## src/rtl/report_stream_arbiter_if.sv

```systemverilog
// Handshake bundle between NUM_SRC byte-stream sources, the arbiter and one byte sink.
// master is the arbiter's view; slave is the view of whatever surrounds it.
interface report_stream_arbiter_if #(
  parameter int NUM_SRC = 2
);
  logic [8*NUM_SRC-1:0] src_data;
  logic [NUM_SRC-1:0]   src_valid;
  logic [NUM_SRC-1:0]   src_require;
  logic [7:0]           out_data;
  logic                 out_valid;
  logic                 out_require;
  logic [NUM_SRC-1:0]   grant;
  logic                 busy;
  logic                 burst_cut;

  modport master (
    input  src_data, src_valid, out_require,
    output src_require, out_data, out_valid, grant, busy, burst_cut
  );

  modport slave (
    output src_data, src_valid, out_require,
    input  src_require, out_data, out_valid, grant, busy, burst_cut
  );
endinterface

```

## src/rtl/report_stream_arbiter.sv

```systemverilog
// Round-robin, message-granular arbiter sharing one byte sink between NUM_SRC sources.
// A grant lasts until the owner drops valid or MAX_BURST bytes have been sent.
module report_stream_arbiter #(
  parameter int NUM_SRC   = 2,
  parameter int MAX_BURST = 128
) (
  input logic                     clk,
  input logic                     rst,
  report_stream_arbiter_if.master bus
);
  localparam int CW = $clog2(MAX_BURST + 1);
  localparam int IW = (NUM_SRC > 1) ? $clog2(NUM_SRC) : 1;

  typedef enum logic {S_IDLE, S_GRANT} state_t;

  state_t             state_q, state_d;
  logic [NUM_SRC-1:0] grant_q, grant_d;
  logic [IW-1:0]      last_q, last_d;
  logic [CW-1:0]      count_q, count_d;
  logic               cut_q, cut_d;

  logic [IW-1:0]      winner, cand;
  logic               any_valid;
  logic               owner_valid;
  logic               xfer;
  logic [7:0]         owner_data;

  // Offsets are walked from NUM_SRC down to 1 so the nearest requester after last_q is kept.
  always_comb begin
    winner    = last_q;
    cand      = last_q;
    any_valid = 1'b0;
    for (int k = NUM_SRC; k >= 1; k--) begin
      cand = IW'((int'(last_q) + k) % NUM_SRC);
      if (bus.src_valid[cand]) begin
        winner    = cand;
        any_valid = 1'b1;
      end
    end
  end

  // grant_q is one-hot or zero, so an AND-OR mux yields 8'h00 while idle.
  always_comb begin
    owner_data = 8'h00;
    for (int i = 0; i < NUM_SRC; i++) begin
      if (grant_q[i]) owner_data = owner_data | bus.src_data[8*i +: 8];
    end
  end

  assign owner_valid = |(grant_q & bus.src_valid);
  assign xfer        = owner_valid & bus.out_require;

  assign bus.out_valid   = owner_valid;
  assign bus.out_data    = owner_data;
  assign bus.src_require = grant_q & bus.src_valid & {NUM_SRC{bus.out_require}};
  assign bus.grant       = grant_q;
  assign bus.busy        = (state_q == S_GRANT);
  assign bus.burst_cut   = cut_q;

  // NOTE: every signal gets its hold value before the case so no path leaves one unassigned (no latch).
  always_comb begin
    state_d = state_q;
    grant_d = grant_q;
    last_d  = last_q;
    count_d = count_q;
    cut_d   = 1'b0;
    case (state_q)
      S_IDLE: begin
        if (any_valid) begin
          state_d = S_GRANT;
          grant_d = NUM_SRC'(1) << winner;
          last_d  = winner;
          count_d = '0;
        end
      end
      S_GRANT: begin
        if (xfer) count_d = count_q + 1'b1;
        // The burst limit takes priority so a cut is still flagged if valid also drops.
        if (xfer && (count_q == CW'(MAX_BURST - 1))) begin
          state_d = S_IDLE;
          grant_d = '0;
          cut_d   = 1'b1;
        end else if (!owner_valid) begin
          state_d = S_IDLE;
          grant_d = '0;
        end
      end
      default: begin
        state_d = S_IDLE;
        grant_d = '0;
      end
    endcase
  end

  // NOTE: state registers use non-blocking assignment so every flop samples pre-edge values.
  always_ff @(posedge clk) begin
    if (rst) begin
      state_q <= S_IDLE;
      grant_q <= '0;
      last_q  <= IW'(NUM_SRC - 1);
      count_q <= '0;
      cut_q   <= 1'b0;
    end else begin
      state_q <= state_d;
      grant_q <= grant_d;
      last_q  <= last_d;
      count_q <= count_d;
      cut_q   <= cut_d;
    end
  end
endmodule

```

## src/flat_wrapper.sv

```systemverilog
// flat-port wrapper written by rule: the top's interface ports become plain ports
module report_stream_arbiter_flat 
#(
  parameter int NUM_SRC   = 2,
  parameter int MAX_BURST = 128
)
  (clk, rst, bus_src_data, bus_src_valid, bus_out_require, bus_src_require, bus_out_data, bus_out_valid, bus_grant, bus_busy, bus_burst_cut);
  report_stream_arbiter_if #(.NUM_SRC(NUM_SRC)) bus_i ();
  input logic clk;
  input logic rst;
  input wire logic [$bits(bus_i.src_data)-1:0] bus_src_data;
  input wire logic [$bits(bus_i.src_valid)-1:0] bus_src_valid;
  input wire logic [$bits(bus_i.out_require)-1:0] bus_out_require;
  output wire logic [$bits(bus_i.src_require)-1:0] bus_src_require;
  output wire logic [$bits(bus_i.out_data)-1:0] bus_out_data;
  output wire logic [$bits(bus_i.out_valid)-1:0] bus_out_valid;
  output wire logic [$bits(bus_i.grant)-1:0] bus_grant;
  output wire logic [$bits(bus_i.busy)-1:0] bus_busy;
  output wire logic [$bits(bus_i.burst_cut)-1:0] bus_burst_cut;
  assign bus_i.src_data = bus_src_data;
  assign bus_i.src_valid = bus_src_valid;
  assign bus_i.out_require = bus_out_require;
  assign bus_src_require = bus_i.src_require;
  assign bus_out_data = bus_i.out_data;
  assign bus_out_valid = bus_i.out_valid;
  assign bus_grant = bus_i.grant;
  assign bus_busy = bus_i.busy;
  assign bus_burst_cut = bus_i.burst_cut;
  report_stream_arbiter #(.NUM_SRC(NUM_SRC), .MAX_BURST(MAX_BURST)) u_core (.clk(clk), .rst(rst), .bus(bus_i));
endmodule
```

## config.mk

```make
export PLATFORM = sky130hd
export DESIGN_NAME = report_stream_arbiter_flat
export DESIGN_NICKNAME = d
export VERILOG_FILES = /design/src/rtl/report_stream_arbiter_if.sv /design/src/rtl/report_stream_arbiter.sv /design/src/flat_wrapper.sv
export SDC_FILE = /design/constraint.sdc
export NUM_CORES = 1
export LEC_CHECK = 0
export CORE_MARGIN = 2
export CORE_UTILIZATION = 41
export CTS_BUF_LIST = sky130_fd_sc_hd__clkbuf_4
export DETAILED_ROUTE_END_ITERATION = 16
export GPL_ROUTABILITY_DRIVEN = 0
export GPL_TIMING_DRIVEN = 0
export HOLD_SLACK_MARGIN = 0.06
export PLACE_DENSITY = 0.81
export SYNTH_ARGS = -nofsm -noshare
export SYNTH_HDL_FRONTEND = slang
export SYNTH_SLANG_ARGS = --single-unit
```

## constraint.sdc

```tcl
create_clock -name clk -period 1.9 [get_ports clk]
set_input_delay 0.57 -clock clk [delete_from_list [all_inputs] [get_ports clk]]
set_output_delay 0.57 -clock clk [all_outputs]
set_load 0.02 [all_outputs]
```

==> impl_results.md, run 1 <==
- Pwr Density: 579 nW/µm²
- Maximum number of pins on one net before global-route repair: 11
- Dpl hpwl: 1530 µm
- Reg2Reg Setup Slack: 0.39 ns
- # H-tree levels: 1
- Startpoint Class: input pin
- Pins Over Slew Limit: 0
- Yosys top cell area share: 35.1%
- Vias in the first global route: 720
- Synth cell types: 29
- Syn avg cell area: 9.14 µm²
- Post-Place Cells: 140
- Met2 GRT Util: 31.4%
- Hold Violations, Final: 0
- Share of cells above drive strength 1: 24.6%
- Syn Nets: 103
- CTS buffer count: 3
- Hold_buf cts: 0
- Grt total ovfl: 0
- Drt first pass iters: 4
- Final Net Count: 145
- Synth area leaders: dfxtp_1 35%, a22o_1 11%, a21oi_1 5.4%
- Final Cell Area: 1160 µm²
- Reg clk slew, reported paths: 0.08 ns
- Crit-path max cell delay: 0.42 ns
- GRT Total Usage: 18.8%
- Initial antenna violation count: 0
- Drt total wl: 2050 µm
- Placed Area: 1110 µm²
- Max Clk Rate: 522 MHz
- Syn-to-layout area delta: 57.3%
- Minimum clock period: 1.92 ns
- I/O Pins: 36
- Synth Warn #: 0
- CP Data Required Time: 1.33 ns
- First-pass GRT wire length: 2970 µm
- Clk_lat worst skew: 0.27 ns
- Failing checks: negative setup slack
- Row Count: 15
- Most common cell after layout, fill and taps aside: dfxtp_1
- Via count: 838
- FF+latch count, synth: 13
- # DRC: 0
- I/O Buffers: 34
- CTS Sinks: 13
- Worst slew pin tran: 0.403 ns
- Die W: 46.5 µm
- Max clock buf depth: 2
- Clk_skew: 0.00896 ns
- Mapped Area: 741 µm²
- Clock root cell: clkbuf_4
- DRT antenna net count: 0
- Area leader, netlist: dfxtp_1
- Setup violations, final: 1
- Slew Limit Headroom: 73.1%
- Cell Chain, Critical Path: clkdlybuf4s50_1, a22o_1, buf_6
- Mapped Cells: 81
- Setup ws final: -0.0152 ns
- Initial DRC Count: 16
- Tcrit/Tclk final: 101%
- Met3 GRT Util: 7.06%
- Busiest grt layer: met2
- DR vias/cell: 5.70
- Antenna Diode Count: 0
- CTS tree: built
- Crit. End Element: primary output
- Fin cells: 147
- Pleak: 0.498 nW
- Grt met1 use: 22.1%
- Outcome: finished with violations
- Height of the die: 46.5 µm
- Post-synthesis sequential area ratio: 35.1%
- Crit Path Class: in2out
- Critical path fanouts, max: 1
- Critical Path End: bus_out_data[3]
- Peak VDD IR: 0.651 mV
- Worst hold slack: 0.492 ns
- Reg2reg start: u_core.count_q[0]
- Worst Hold Class: reg2reg
- Core area: 1710 µm²
- Critical path data arrival time: 1.35 ns
- Wire length per cell: 13.9 µm
- Number of max-cap violations: 0
- Critical path startpoint: bus_src_data[3]
- Crit-path slowest cell: clkdlybuf4s50_1
- Die area: 2160 µm²
- Reg2reg path depth: 4
- RR Endpoint: u_core.bus.grant[1]
- Most frequent cells in the layout: 13 x dfxtp_1, 12 x clkdlybuf4s50_1, 11 x buf_6
- Starting Density: 43.4%
[where the power goes]
part | total [W] | internal [W] | switching [W]
Sequential | 0.000290 | 0.000280 | 0.0000103
Clock | 0.000184 | 0.0000955 | 0.0000882
Combinational | 0.000200 | 0.000106 | 0.0000937
Total | 0.000674 | 0.000482 | 0.000192
[Yosys cell counts (all sizes together)]
cell type	n
a21oi	8
a221o	1
a22o	9
a22oi	1
a32o	2
and3	2
buf	3
clkbuf	1
dfxtp	13
ha	1
inv	4
nand2	3
nand2b	2
nand3	3
nand4	3
nor2	3
nor3b	1
nor4b	1
o211ai	2
o21ai	2
o21bai	1
o2bb2ai	1
o31ai	5
or2b	1
or3	2
or4	6
[what timing repair did]
action	in CTS	in global routing
setup buffers	2	1
resized for setup	73	6
gates cloned	0	0
endpoints found under the setup margin	15	5
pin swaps	9	3
[worst max-delay path, delay by kind of cell]
| kind | cells | cell delay, ns |
|---|---|---|
| buffers and inverters | 2 | 0.55 |
| AOI/OAI and AO/OA | 1 | 0.23 |
[metrics by stage]
step	total power (W)	utilization (%)	setup TNS (ns)	setup slack, ns
final	0.000674	68.2	-0.0152	-0.0152
after CTS	0.000677	67.9	0	0.00725
after global routing	0.000705	68.2	-0.0209	-0.0209
after floorplan	0.000388	-	0	0.124
after detailed placement	0.000490	65.1	-8.58	-1.10
after global placement	0.000486	65.1	-8.15	-1.08
[layer usage]
layer  wire length, µm  share of wire (%)
met2               982                 48
met3               228                 11
met5                 0                  0
met4                10               0.49
met1               826                 40
[registers in the layout, summed over array words and instances (netlist names)]
| name | flops |
|---|---|
| u_core.bus.burst_cut | 1 |
| u_core.count_q | 8 |
| u_core.bus.grant | 2 |
| u_core.last_q | 1 |
| u_core.bus.busy | 1 |
[area by class of cell]
| type | count | area [µm²] |
|---|---|---|
| Sequential cell | 13 | 260 |
| Timing Repair Buffer | 37 | 357 |
| Buffer | 4 | 37.5 |
| Fill cell | 137 | 543 |
| Clock buffer | 4 | 30.0 |
| Multi-Input combinational cell | 60 | 434 |
| Tap cell | 25 | 31.3 |
| Inverter | 4 | 15.0 |
[cell families (layout without fill, tap and decap cells)]
family	count (synthesis)	count (layout)	share of synthesized area [%]
AOI/OAI and AO/OA	32	32	32.8
and+or+nand+nor	27	27	24.2
DFF	13	13	35.1
buffers and inverters	8	49	6.25
adders and majority gates	1	1	1.69
[worst min path at each step]
stage | from | end | cells past startpoint
2_1_floorplan | u_core.count_q[7] | u_core.count_q[7] | 2
3_3_place_gp | u_core.count_q[7] | u_core.count_q[7] | 2
3_5_place_dp | u_core.count_q[7] | u_core.count_q[7] | 2
4_1_cts | u_core.count_q[7] | u_core.count_q[7] | 2
5_1_grt | u_core.count_q[6] | u_core.count_q[6] | 2
6_report | u_core.count_q[7] | u_core.count_q[7] | 2
No activity file was read; power rests on OpenSTA's default activity.
==> run 2: changes to the inputs <==
- CORE_UTILIZATION: 41 -> 35
- PLACE_DENSITY: 0.81 -> 0.71
==> run 2 against run 1 <==
  * Non-clock buffer count is 1 lower
  * Highest routed layer unchanged
  * Largest power group unchanged
  * Setup slack improved by 0.031 ns
  * Largest cell class unchanged
  * Power up 0.16%
  * Critical path type unchanged
  * The run now ends clean
  * Sequential share of layout area is essentially flat
  * First-iteration DRC count decreased by 38%
  * Combinational power about the same
  * Critical endpoint is now bus_out_data[4]
  * Cell area is 0.22% lower
  * Clock skew shrank 0.0022 ns
  * Count of clock-buffer cells in the layout stayed put
  * Die area grew 16%
==> impl_results.md, run 2 (synthesis gave the netlist of run 1 again) <==
- Hold depth: 2 (unchanged)
- Wire length per cell: 14.5 µm (+4.0%)
- I/O Pins: 36 (unchanged)
- Die area: 2500 µm² (+16%)
- Initial DRC Count: 10 (-6)
- CTS Sinks: 13 (unchanged)
- Critical path data arrival time: 1.31 ns (-0.04 ns)
- Hold_buf cts: 0 (unchanged)
- CTS tree: built
- GRT Total Usage: 17.6% (-1.2 points)
- Startpoint Class: input pin
- Max FFs per register: 8 (unchanged)
- Fillers: 174 (+27%)
- DR vias/cell: 5.66 (-0.68%)
- Drt first pass iters: 4 (unchanged)
- I/O Buffers: 34 (unchanged)
- Post-Place Setup Slack: -1.11 ns (-0.0113 ns)
- Most frequent cells in the layout: 13 x dfxtp_1, 11 x buf_6, 11 x clkdlybuf4s50_1
- Minimum clock period: 1.88 ns (-0.0311 ns)
- Pins Over Slew Limit: 0 (unchanged)
- DRT antenna net count: 0 (unchanged)
- Core area: 1980 µm² (+16%)
- Die W: 50.0 µm (+7.5%)
- Clk_skew: 0.00673 ns (-0.00222 ns)
- Max Clk Rate: 531 MHz (+1.7%)
- Crit Path Class: in2out
- Clk_lat worst skew: 0.29 ns (+0.02 ns)
- First-pass GRT wire length: 3350 µm (+13%)
- Tcrit/Tclk final: 99.2% (-1.6 points)
- Most common cell after layout, fill and taps aside: dfxtp_1
- Critical path fanouts, max: 1 (unchanged)
- Maximum number of pins on one net before global-route repair: 11 (unchanged)
- Number of max-cap violations: 0 (unchanged)
- Setup ws final: 0.0159 ns (+0.0311 ns)
- CTS buffer count: 3 (unchanged)
- Outcome: finished clean
- Row Count: 16 (+1)
- Hold Violations, Final: 0 (unchanged)
- Max clock buf depth: 2 (unchanged)
- Via count: 838 (unchanged)
- Height of the die: 50.0 µm (+7.5%)
- Dpl hpwl: 1590 µm (+4.1%)
- Starting Density: 37.4% (-6.0 points)
- Final Net Count: 144 (-0.69%)
- CP Data Required Time: 1.33 ns (about the same)
- Pleak: 0.501 nW (+0.67%)
- Grt total ovfl: 0 (unchanged)
- Reg clk slew, reported paths: 0.08 ns (about the same)
- Pwr Density: 581 nW/µm² (+0.38%)
- # DRC: 0 (unchanged)
- Crit. End Element: primary output
- Share of cells above drive strength 1: 24.0% (-0.62 points)
- Worst Hold Class: reg2reg
- Slew Limit Headroom: 73.6% (+0.50 points)
- Top reg by flops: u_core.count_q
- Fin cells: 148 (+0.68%)
- # H-tree levels: 1 (unchanged)
- Initial antenna violation count: 0 (unchanged)
- Worst slew pin tran: 0.396 ns (-0.00749 ns)
- Drt total wl: 2150 µm (+4.7%)
- Peak VDD IR: 0.514 mV (-21%)
- Post-Place Cells: 142 (+1.4%)
- Antenna Diode Count: 0 (unchanged)
- Syn-to-layout area delta: 56.9%
- Clock root cell: clkbuf_4
- Setup violations, final: 0 (-1)
- Vias in the first global route: 742 (+3.1%)
- Fin util: 58.6% (-9.6 points)
- Reg2reg path depth: 4 (unchanged)
## run 2: cell types whose count changed in the layout (fill, tap and decap cells not counted)
cell	previous run	this run
buf_4	3	2
clkdlybuf4s50_1	12	11
dlymetal6s2s_1	3	4
## run 2: metrics by stage
stage	area, µm²	TNS (ns)	hold WS (ns)	total power [W]
6_report	1160	0	0.493	0.000675
4_1_cts	1160	0	0.494	0.000683
2_1_floorplan	741	0	0.452	0.000388
5_1_grt	1160	-0.0102	0.537	0.000703
3_5_place_dp	1110	-8.75	0.474	0.000491
3_3_place_gp	1110	-8.62	0.469	0.000488
## run 2: power by group
part	internal [W]	leakage [nW]	total [W]	switching [W]
Sequential	0.000280	0.106	0.000290	0.00000977
Clock	0.0000960	0.0184	0.000188	0.0000920
Combinational	0.000104	0.377	0.000197	0.0000939
## run 2: area by class of cell
| cell class | count | area [µm²] | share of cell area [%] |
|---|---|---|---|
| sequential | 13 | 260 | 22.4 |
| tap | 27 | 33.8 | 2.91 |
| timing repair buffer | 36 | 352 | 30.2 |
| inverter | 4 | 15.0 | 1.29 |
| multi-input combinational | 60 | 434 | 37.4 |
| buffer | 4 | 37.5 | 3.23 |
| clock buffer | 4 | 30.0 | 2.58 |
## run 2: final timing paths
kind              slack [ns]              start             endpoint
setup reg to reg        0.37  u_core.count_q[0]  u_core.bus.grant[1]
hold / removal          0.49  u_core.count_q[7]    u_core.count_q[7]
setup / recovery        0.02    bus_src_data[4]      bus_out_data[4]
hold reg to reg         0.49  u_core.count_q[7]    u_core.count_q[7]
## run 2: worst max-delay path, cell delays in order
cell and delay, ns:
clkdlybuf4s50_1 0.40, a22o_1 0.22, buf_6 0.13
## run 2: metal layers
layer / vias up / wire length [µm] / track usage [%]
met3: 5 / 205 / 5.76
met4: 0 / 52 / 9.72
met5: - / 0 / 0
li1: 401 / - / -
met1: 400 / 868 / 18.1
met2: 32 / 1020 / 30.9
## run 2: what timing repair did
action | in CTS | in global routing
setup buffers | 2 | 0
pin swaps | 9 | 4
gates resized for setup | 74 | 6
setup endpoints to repair | 14 | 7
gates cloned | 0 | 0
